--- src/rtl/floo_pkg.sv ---
// -----------------------------------------------------------------------------
// floo_pkg
//   Shared types for the floo NoC building blocks.
//   arb_state_e : state of the wormhole arbiter (idle / grant held).
// -----------------------------------------------------------------------------
package floo_pkg;

  typedef enum logic [0:0] {
    ArbIdle   = 1'b0,
    ArbLocked = 1'b1
  } arb_state_e;

endpackage

--- src/rtl/floo_wormhole_arbiter_if.sv ---
// -----------------------------------------------------------------------------
// floo_wormhole_arbiter_if
//   Bundles the NumInp source flit streams and the shared link flit stream
//   of the wormhole arbiter.
//   Source side : valid_i, ready_o, data_i, last_i  (one lane per source)
//   Link side   : valid_o, ready_i, data_o, last_o
//   Status      : gnt_idx_o (selected source), locked_o (grant held)
//   Modports    : slave  - the arbiter itself
//                 master - the environment driving sources and the link sink
// -----------------------------------------------------------------------------
interface floo_wormhole_arbiter_if #(
  parameter int unsigned NumInp    = 4,
  parameter int unsigned DataWidth = 64,
  parameter int unsigned IdxWidth  = $clog2(NumInp)
);

  logic [NumInp-1:0]                valid_i;
  logic [NumInp-1:0]                ready_o;
  logic [NumInp-1:0][DataWidth-1:0] data_i;
  logic [NumInp-1:0]                last_i;
  logic                             valid_o;
  logic                             ready_i;
  logic [DataWidth-1:0]             data_o;
  logic                             last_o;
  logic [IdxWidth-1:0]              gnt_idx_o;
  logic                             locked_o;

  modport slave (
    input  valid_i, data_i, last_i, ready_i,
    output ready_o, valid_o, data_o, last_o, gnt_idx_o, locked_o
  );

  modport master (
    output valid_i, data_i, last_i, ready_i,
    input  ready_o, valid_o, data_o, last_o, gnt_idx_o, locked_o
  );

endinterface

--- src/rtl/floo_rr_prio_sel.sv ---
// -----------------------------------------------------------------------------
// floo_rr_prio_sel
//   Combinational round-robin priority selector. Scans req_i starting at
//   ptr_i and wrapping modulo NumInp; returns the first requesting index.
//   req_i : request vector
//   ptr_i : highest-priority index this cycle (must be < NumInp)
//   idx_o : winning index (0 when nothing requests)
//   any_o : at least one request present
// -----------------------------------------------------------------------------
module floo_rr_prio_sel #(
  parameter int unsigned NumInp   = 4,
  parameter int unsigned IdxWidth = $clog2(NumInp)
) (
  input  logic [NumInp-1:0]   req_i,
  input  logic [IdxWidth-1:0] ptr_i,
  output logic [IdxWidth-1:0] idx_o,
  output logic                any_o
);

  // cand[k] is the source index at rotation offset k from ptr_i.
  logic [IdxWidth-1:0] cand [NumInp];
  logic [NumInp-1:0]   cand_req;

  generate
    for (genvar gi = 0; gi < NumInp; gi++) begin : g_cand
      logic [IdxWidth:0] sum;
      // One extra bit so ptr_i + gi never overflows before the wrap test;
      // a single conditional subtract is enough because both terms are < NumInp.
      assign sum         = {1'b0, ptr_i} + (IdxWidth+1)'(gi);
      assign cand[gi]    = (sum >= (IdxWidth+1)'(NumInp))
                           ? IdxWidth'(sum - (IdxWidth+1)'(NumInp))
                           : sum[IdxWidth-1:0];
      assign cand_req[gi] = req_i[cand[gi]];
    end
  endgenerate

  // Walk from the largest offset down so the smallest requesting offset wins.
  always_comb begin
    idx_o = '0;
    any_o = 1'b0;
    for (int i = NumInp - 1; i >= 0; i--) begin
      if (cand_req[i]) begin
        idx_o = cand[i];
        any_o = 1'b1;
      end
    end
  end

endmodule

--- src/rtl/floo_wormhole_arbiter.sv ---
// -----------------------------------------------------------------------------
// floo_wormhole_arbiter
//   Round-robin, packet-atomic arbiter sharing one NoC link among NumInp
//   flit sources. A granted source owns the link until its last flit
//   handshakes. The flit path is combinational (zero latency).
//   clk_i : clock, all state on the rising edge
//   rst_i : synchronous active-high reset; also forces all outputs to 0
//   bus   : floo_wormhole_arbiter_if.slave (sources, link, grant status)
// -----------------------------------------------------------------------------
module floo_wormhole_arbiter
  import floo_pkg::*;
#(
  parameter int unsigned NumInp    = 4,
  parameter int unsigned DataWidth = 64,
  parameter int unsigned IdxWidth  = $clog2(NumInp)
) (
  input  logic                   clk_i,
  input  logic                   rst_i,
  floo_wormhole_arbiter_if.slave bus
);

  arb_state_e          state_reg,    state_next;
  logic [IdxWidth-1:0] rr_ptr_reg,   rr_ptr_next;
  logic [IdxWidth-1:0] lock_idx_reg, lock_idx_next;

  logic [IdxWidth-1:0] prio_idx;
  logic                prio_any;
  logic [IdxWidth-1:0] sel;
  logic [IdxWidth-1:0] sel_inc;
  logic                link_valid;
  logic                link_last;
  logic                handshake;

  floo_rr_prio_sel #(
    .NumInp   (NumInp),
    .IdxWidth (IdxWidth)
  ) u_prio_sel (
    .req_i (bus.valid_i),
    .ptr_i (rr_ptr_reg),
    .idx_o (prio_idx),
    .any_o (prio_any)
  );

  // While locked only the owner is looked at; a bubble from the owner
  // shows up as valid_o=0 rather than letting another source in.
  always_comb begin
    if (state_reg == ArbLocked) begin
      sel        = lock_idx_reg;
      link_valid = bus.valid_i[lock_idx_reg];
    end else begin
      sel        = prio_any ? prio_idx : '0;
      link_valid = prio_any;
    end
  end

  assign link_last = bus.last_i[sel];
  assign handshake = link_valid & bus.ready_i;
  assign sel_inc   = (sel == IdxWidth'(NumInp - 1)) ? '0 : sel + IdxWidth'(1);

  // Locking also on a stalled single-flit packet keeps the offered flit
  // stable even if a higher-priority source raises valid meanwhile.
  always_comb begin
    state_next    = state_reg;
    rr_ptr_next   = rr_ptr_reg;
    lock_idx_next = lock_idx_reg;
    case (state_reg)
      ArbIdle: begin
        if (handshake && link_last) begin
          rr_ptr_next = sel_inc;
        end else if (link_valid) begin
          state_next    = ArbLocked;
          lock_idx_next = sel;
        end
      end
      ArbLocked: begin
        if (handshake && link_last) begin
          state_next  = ArbIdle;
          rr_ptr_next = sel_inc;
        end
      end
      default: state_next = ArbIdle;
    endcase
  end

  always_ff @(posedge clk_i) begin
    if (rst_i) begin
      state_reg    <= ArbIdle;
      rr_ptr_reg   <= '0;
      lock_idx_reg <= '0;
    end else begin
      state_reg    <= state_next;
      rr_ptr_reg   <= rr_ptr_next;
      lock_idx_reg <= lock_idx_next;
    end
  end

  // Output mux; everything is held at zero while reset is asserted.
  always_comb begin
    bus.valid_o   = 1'b0;
    bus.data_o    = '0;
    bus.last_o    = 1'b0;
    bus.ready_o   = '0;
    bus.gnt_idx_o = '0;
    bus.locked_o  = 1'b0;
    if (!rst_i) begin
      bus.valid_o      = link_valid;
      bus.data_o       = bus.data_i[sel];
      bus.last_o       = link_last;
      bus.ready_o[sel] = bus.ready_i;
      bus.gnt_idx_o    = sel;
      bus.locked_o     = (state_reg == ArbLocked);
    end
  end

  ast_stall_stable : assert property (@(posedge clk_i) disable iff (rst_i)
    (bus.valid_o && !bus.ready_i) |=>
      (bus.valid_o && $stable(bus.data_o) && $stable(bus.gnt_idx_o)));

  ast_ready_onehot : assert property (@(posedge clk_i) $onehot0(bus.ready_o));

endmodule
--- src/flat_wrapper.sv ---
// flat-port wrapper written by rule: the top's interface ports become plain ports
module floo_wormhole_arbiter_flat import floo_pkg::*;
#(
  parameter int unsigned NumInp    = 4,
  parameter int unsigned DataWidth = 64,
  parameter int unsigned IdxWidth  = $clog2(NumInp)
)
  (clk_i, rst_i, bus_valid_i, bus_data_i, bus_last_i, bus_ready_i, bus_ready_o, bus_valid_o, bus_data_o, bus_last_o, bus_gnt_idx_o, bus_locked_o);
  floo_wormhole_arbiter_if #(.NumInp(NumInp), .DataWidth(DataWidth), .IdxWidth(IdxWidth)) bus_i ();
  input  logic clk_i;
  input  logic rst_i;
  input wire logic [$bits(bus_i.valid_i)-1:0] bus_valid_i;
  input wire logic [$bits(bus_i.data_i)-1:0] bus_data_i;
  input wire logic [$bits(bus_i.last_i)-1:0] bus_last_i;
  input wire logic [$bits(bus_i.ready_i)-1:0] bus_ready_i;
  output wire logic [$bits(bus_i.ready_o)-1:0] bus_ready_o;
  output wire logic [$bits(bus_i.valid_o)-1:0] bus_valid_o;
  output wire logic [$bits(bus_i.data_o)-1:0] bus_data_o;
  output wire logic [$bits(bus_i.last_o)-1:0] bus_last_o;
  output wire logic [$bits(bus_i.gnt_idx_o)-1:0] bus_gnt_idx_o;
  output wire logic [$bits(bus_i.locked_o)-1:0] bus_locked_o;
  assign bus_i.valid_i = bus_valid_i;
  assign bus_i.data_i = bus_data_i;
  assign bus_i.last_i = bus_last_i;
  assign bus_i.ready_i = bus_ready_i;
  assign bus_ready_o = bus_i.ready_o;
  assign bus_valid_o = bus_i.valid_o;
  assign bus_data_o = bus_i.data_o;
  assign bus_last_o = bus_i.last_o;
  assign bus_gnt_idx_o = bus_i.gnt_idx_o;
  assign bus_locked_o = bus_i.locked_o;
  floo_wormhole_arbiter #(.NumInp(NumInp), .DataWidth(DataWidth), .IdxWidth(IdxWidth)) u_core (.clk_i(clk_i), .rst_i(rst_i), .bus(bus_i));
endmodule
--- config.mk ---
export PLATFORM = sky130hd
export DESIGN_NAME = floo_wormhole_arbiter_flat
export DESIGN_NICKNAME = d
export VERILOG_FILES = /design/src/rtl/floo_pkg.sv /design/src/rtl/floo_wormhole_arbiter_if.sv /design/src/rtl/floo_rr_prio_sel.sv /design/src/rtl/floo_wormhole_arbiter.sv /design/src/flat_wrapper.sv
export SDC_FILE = /design/constraint.sdc
export NUM_CORES = 1
export LEC_CHECK = 0
export ABC_AREA = 1
export CORE_AREA = 2 2 133 135
export DETAILED_ROUTE_END_ITERATION = 12
export DIE_AREA = 0 0 135 137
export DONT_BUFFER_PORTS = 1
export PLACE_DENSITY = 0.3
export RECOVER_POWER = 25
export SYNTH_ARGS = -nofsm -noshare
export SYNTH_HDL_FRONTEND = slang
export SYNTH_SLANG_ARGS = --single-unit
--- constraint.sdc ---
create_clock -name clk_i -period 3 [get_ports clk_i]
set_clock_uncertainty 0.05 [all_clocks]
set_input_delay 0.6 -clock clk_i [delete_from_list [all_inputs] [get_ports clk_i]]
set_output_delay 0.6 -clock clk_i [all_outputs]
set_load 0.1 [all_outputs]
==> flow_metrics.py <==
metrics = {
    "routing": {
        "ant_nets": 0,
        "drt_iter0_drc": 132,
        "drt_wl_total_um": 17700,
        "vias": 3755,
        "post-route-drc-count": 0,
        "dr.pass1.iters": 4,
        "top_layer": "met4",
        "post_drt_wl_per_cell_um": 23.9,
        "wl_met1_um": 6680,
        "routed_via_density": 5.07,
        "wl_met2_um": 9670,
        "dr_wl_met3_um": 1170,
    },
    "worst_setup_path": {
        "crit_type": "register to output pin",
        "cp-end-kind": "output pin",
        "path_max_fanout": 6,
        "startpoint": "u_core.rr_ptr_reg[0]$_SDFFE_PP0P_",
        "slowest_stage": "dfxtp_4",
        "reg2reg_to": "u_core.lock_idx_reg[1]$_SDFFE_PP0P_",
        "r2r_start": "u_core.rr_ptr_reg[0]$_SDFFE_PP0P_",
        "r2r_cells": 20,
        "worst_setup_path_start_kind": "register",
        "rrSetupSlack_ns": 0.31,
        "slowest_delay_ns": 0.37,
        "crit_path_frequent_cell": "buf_12",
        "critPathRequiredTime_ns": 2.35,
        "crit_arrival_ns": 2.54,
        "crit_chain": "buf_12, clkinv_8, nand2_4, nand2_4, buf_4, a21oi_2, nand2_1, nand2_1, nand2_2, nand2_4, inv_4, nor2_4, buf_12, buf_12, clkbuf_16, o211ai_1, o21ai_4, buf_12",
    },
    "final_layout": {
        "seq_area_um2": 108,
        "syn2layout_area_growth_pct": 139,
        "num_antenna_cells": 0,
        "drive_gt1_share_pct": 56.8,
        "nets": 786,
        "fillers": 1734,
        "final_cell_count_no_fill": 741,
        "multi_input_area_mm2": 0.00319,
    },
    "status": {
        "status": "finished with violations",
        "violations": "setup timing",
    },
    "global_route": {
        "gr-total-overflow": 0,
        "track_usage_pct": 15.5,
        "grt_max_degree": 72,
        "antenna_found_initial": 0,
        "grt_pass1_wl_um": 22100,
        "grt_pass1_vias": 3781,
    },
    "logic_synthesis": {
        "syn_inst": 414,
        "synth.most_common_cell": "o21ai_1",
        "ys_types": 30,
        "synth.top_cells.by_count": "o21ai_1 (77), a22oi_1 (64), o211ai_1 (37), nand2_1 (36), or2_0 (32)",
        "synth_area_leader_cell": "a22oi_1",
        "yosys_most_used_dff": "dfxtp_1",
        "synthArstFlopShare_pct": 0,
        "synth_area_mm2": 0.00259,
        "ys.warnings.count": 0,
        "syn_avg_cell_area_um2": 6.26,
        "ys_seq_elements": 5,
        "synth_top_cell_area_share_pct": 18.5,
        "synth.area.top_cells": "a22oi_1 (19%), o21ai_1 (15%), o211ai_1 (11%)",
        "synth_nets": 683,
        "synth_edf_count": 0,
        "ys_seq_area_share_pct": 3.86,
    },
    "sta": {
        "fin_crit_ns": 3.19,
        "worst_pin_slew_ns": 1.19,
        "setup_violations": 66,
        "slew_headroom_pct": 20.7,
        "finalWorstSetupSlack_ns": -0.188,
        "period_share_pct": 106,
        "fmax_ghz": 0.314,
        "hold_viol_final": 0,
        "rsz0062_at_grt": "yes",
        "finalMaxSlewViolations": 0,
    },
    "placement": {
        "placedCellCount": 694,
        "gp_congestion": 0.846,
        "portBuffers": 0,
        "hpwl_um": 11600,
    },
    "floorplan": {
        "coreArea_mm2": 0.0171,
        "start_util_pct": 15.2,
        "fp.dieW_um": 135,
        "die_area_mm2": 0.0185,
        "num_rows": 48,
        "pin_count": 340,
        "die_h_um": 137,
    },
    "clock_tree": {
        "cts_buffers": 3,
        "cts_root_buffer": "clkbuf_16",
        "hold_buffers": 0,
        "clkLatencyLatePin_ns": 0.23,
        "htree_levels": 1,
        "clockBufferDepth": 2,
        "clk_pin_slew_ns": 0.03,
        "cts_tree": "yes",
        "clkSinkCount": 5,
    },
    "hold_path": {
        "whs_endpoint": "u_core.lock_idx_reg[1]$_SDFFE_PP0P_",
        "whs_path_depth": 2,
        "hold_start": "u_core.lock_idx_reg[1]$_SDFFE_PP0P_",
        "hp-class": "register to register",
    },
    "flow_run": {
        "max_cap_viol_count": 0,
    },
}
[how the worst max path moves through the flow]
stage | cells after the start | to | slack [ns]
3_5_place_dp | 16 | bus_data_o[26] | -0.17
2_1_floorplan | 12 | bus_data_o[2] | -0.64
5_1_grt | 19 | bus_data_o[10] | -0.30
3_3_place_gp | 16 | bus_data_o[26] | -0.1
4_1_cts | 18 | bus_data_o[56] | -0.18
6_report | 18 | bus_data_o[46] | -0.19
[repair_timing]
item                       4_1_cts  5_1_grt
setup endpoints to repair       67       69
gates cloned                     8       10
resized for setup               48       72
pin swaps                       13       24
setup buffers                   16       13
[cell families after synthesis]
| kind of cell | Yosys count | synth area share, % |
|---|---|---|
| simple gates | 116 | 23.5 |
| fa+ha+maj | 2 | 0.965 |
| flops | 5 | 3.86 |
| buf+inv | 60 | 14.3 |
| compound gates | 231 | 57.4 |
[cell type report]
cell class,count,area share (%)
clock buffer,4,1.27
inverter,17,1.47
timing repair buffer,141,39.7
tap,225,4.54
sequential,5,1.73
multi-input combinational,349,51.3
[through the flow]
stage / hold WS (ns) / util, % / setup slack (ns) / area (µm²) / setup TNS, ns
floorplan: 0.446 / - / -0.640 / 3350 / -2.15
global placement: 0.525 / 29.7 / -0.0953 / 5070 / -0.493
detailed placement: 0.516 / 29.7 / -0.168 / 5070 / -3.17
CTS: 0.521 / 33.2 / -0.177 / 5670 / -8.29
global route: 0.547 / 36.4 / -0.303 / 6210 / -17.83
finish: 0.526 / 36.4 / -0.188 / 6210 / -8.99
[cell usage in the layout (no fill, tap or decap), types with 8 or more instances in the layout]
| master | count |
|---|---|
| a22oi_1 | 39 |
| a22oi_2 | 25 |
| buf_12 | 88 |
| buf_4 | 28 |
| buf_6 | 8 |
| clkbuf_16 | 11 |
| inv_1 | 11 |
| nand2_1 | 26 |
| nand2_2 | 9 |
| nand3_1 | 9 |
| nor2_1 | 10 |
| o211ai_1 | 37 |
| o21a_1 | 28 |
| o21ai_1 | 13 |
| o21ai_2 | 17 |
| o21ai_4 | 64 |
| or2_0 | 32 |
[critical path, delay by kind of cell, from the launching register on]
family | cells | cell delay (ns)
DFF | 1 | 0.37
and+or+nand+nor | 7 | 0.56
AOI/OAI and AO/OA | 3 | 0.35
buffers and inverters | 8 | 1.01
[layer usage]
metal	up-vias	track usage, %
li1	1754	-
met1	1783	17.5
met2	209	30.9
met3	9	2.37
met4	0	2.20
met5	-	0
Power is left out: the tool's default activity adds up to more than one toggle a clock period on the data nets, which glitch-free logic cannot reach.
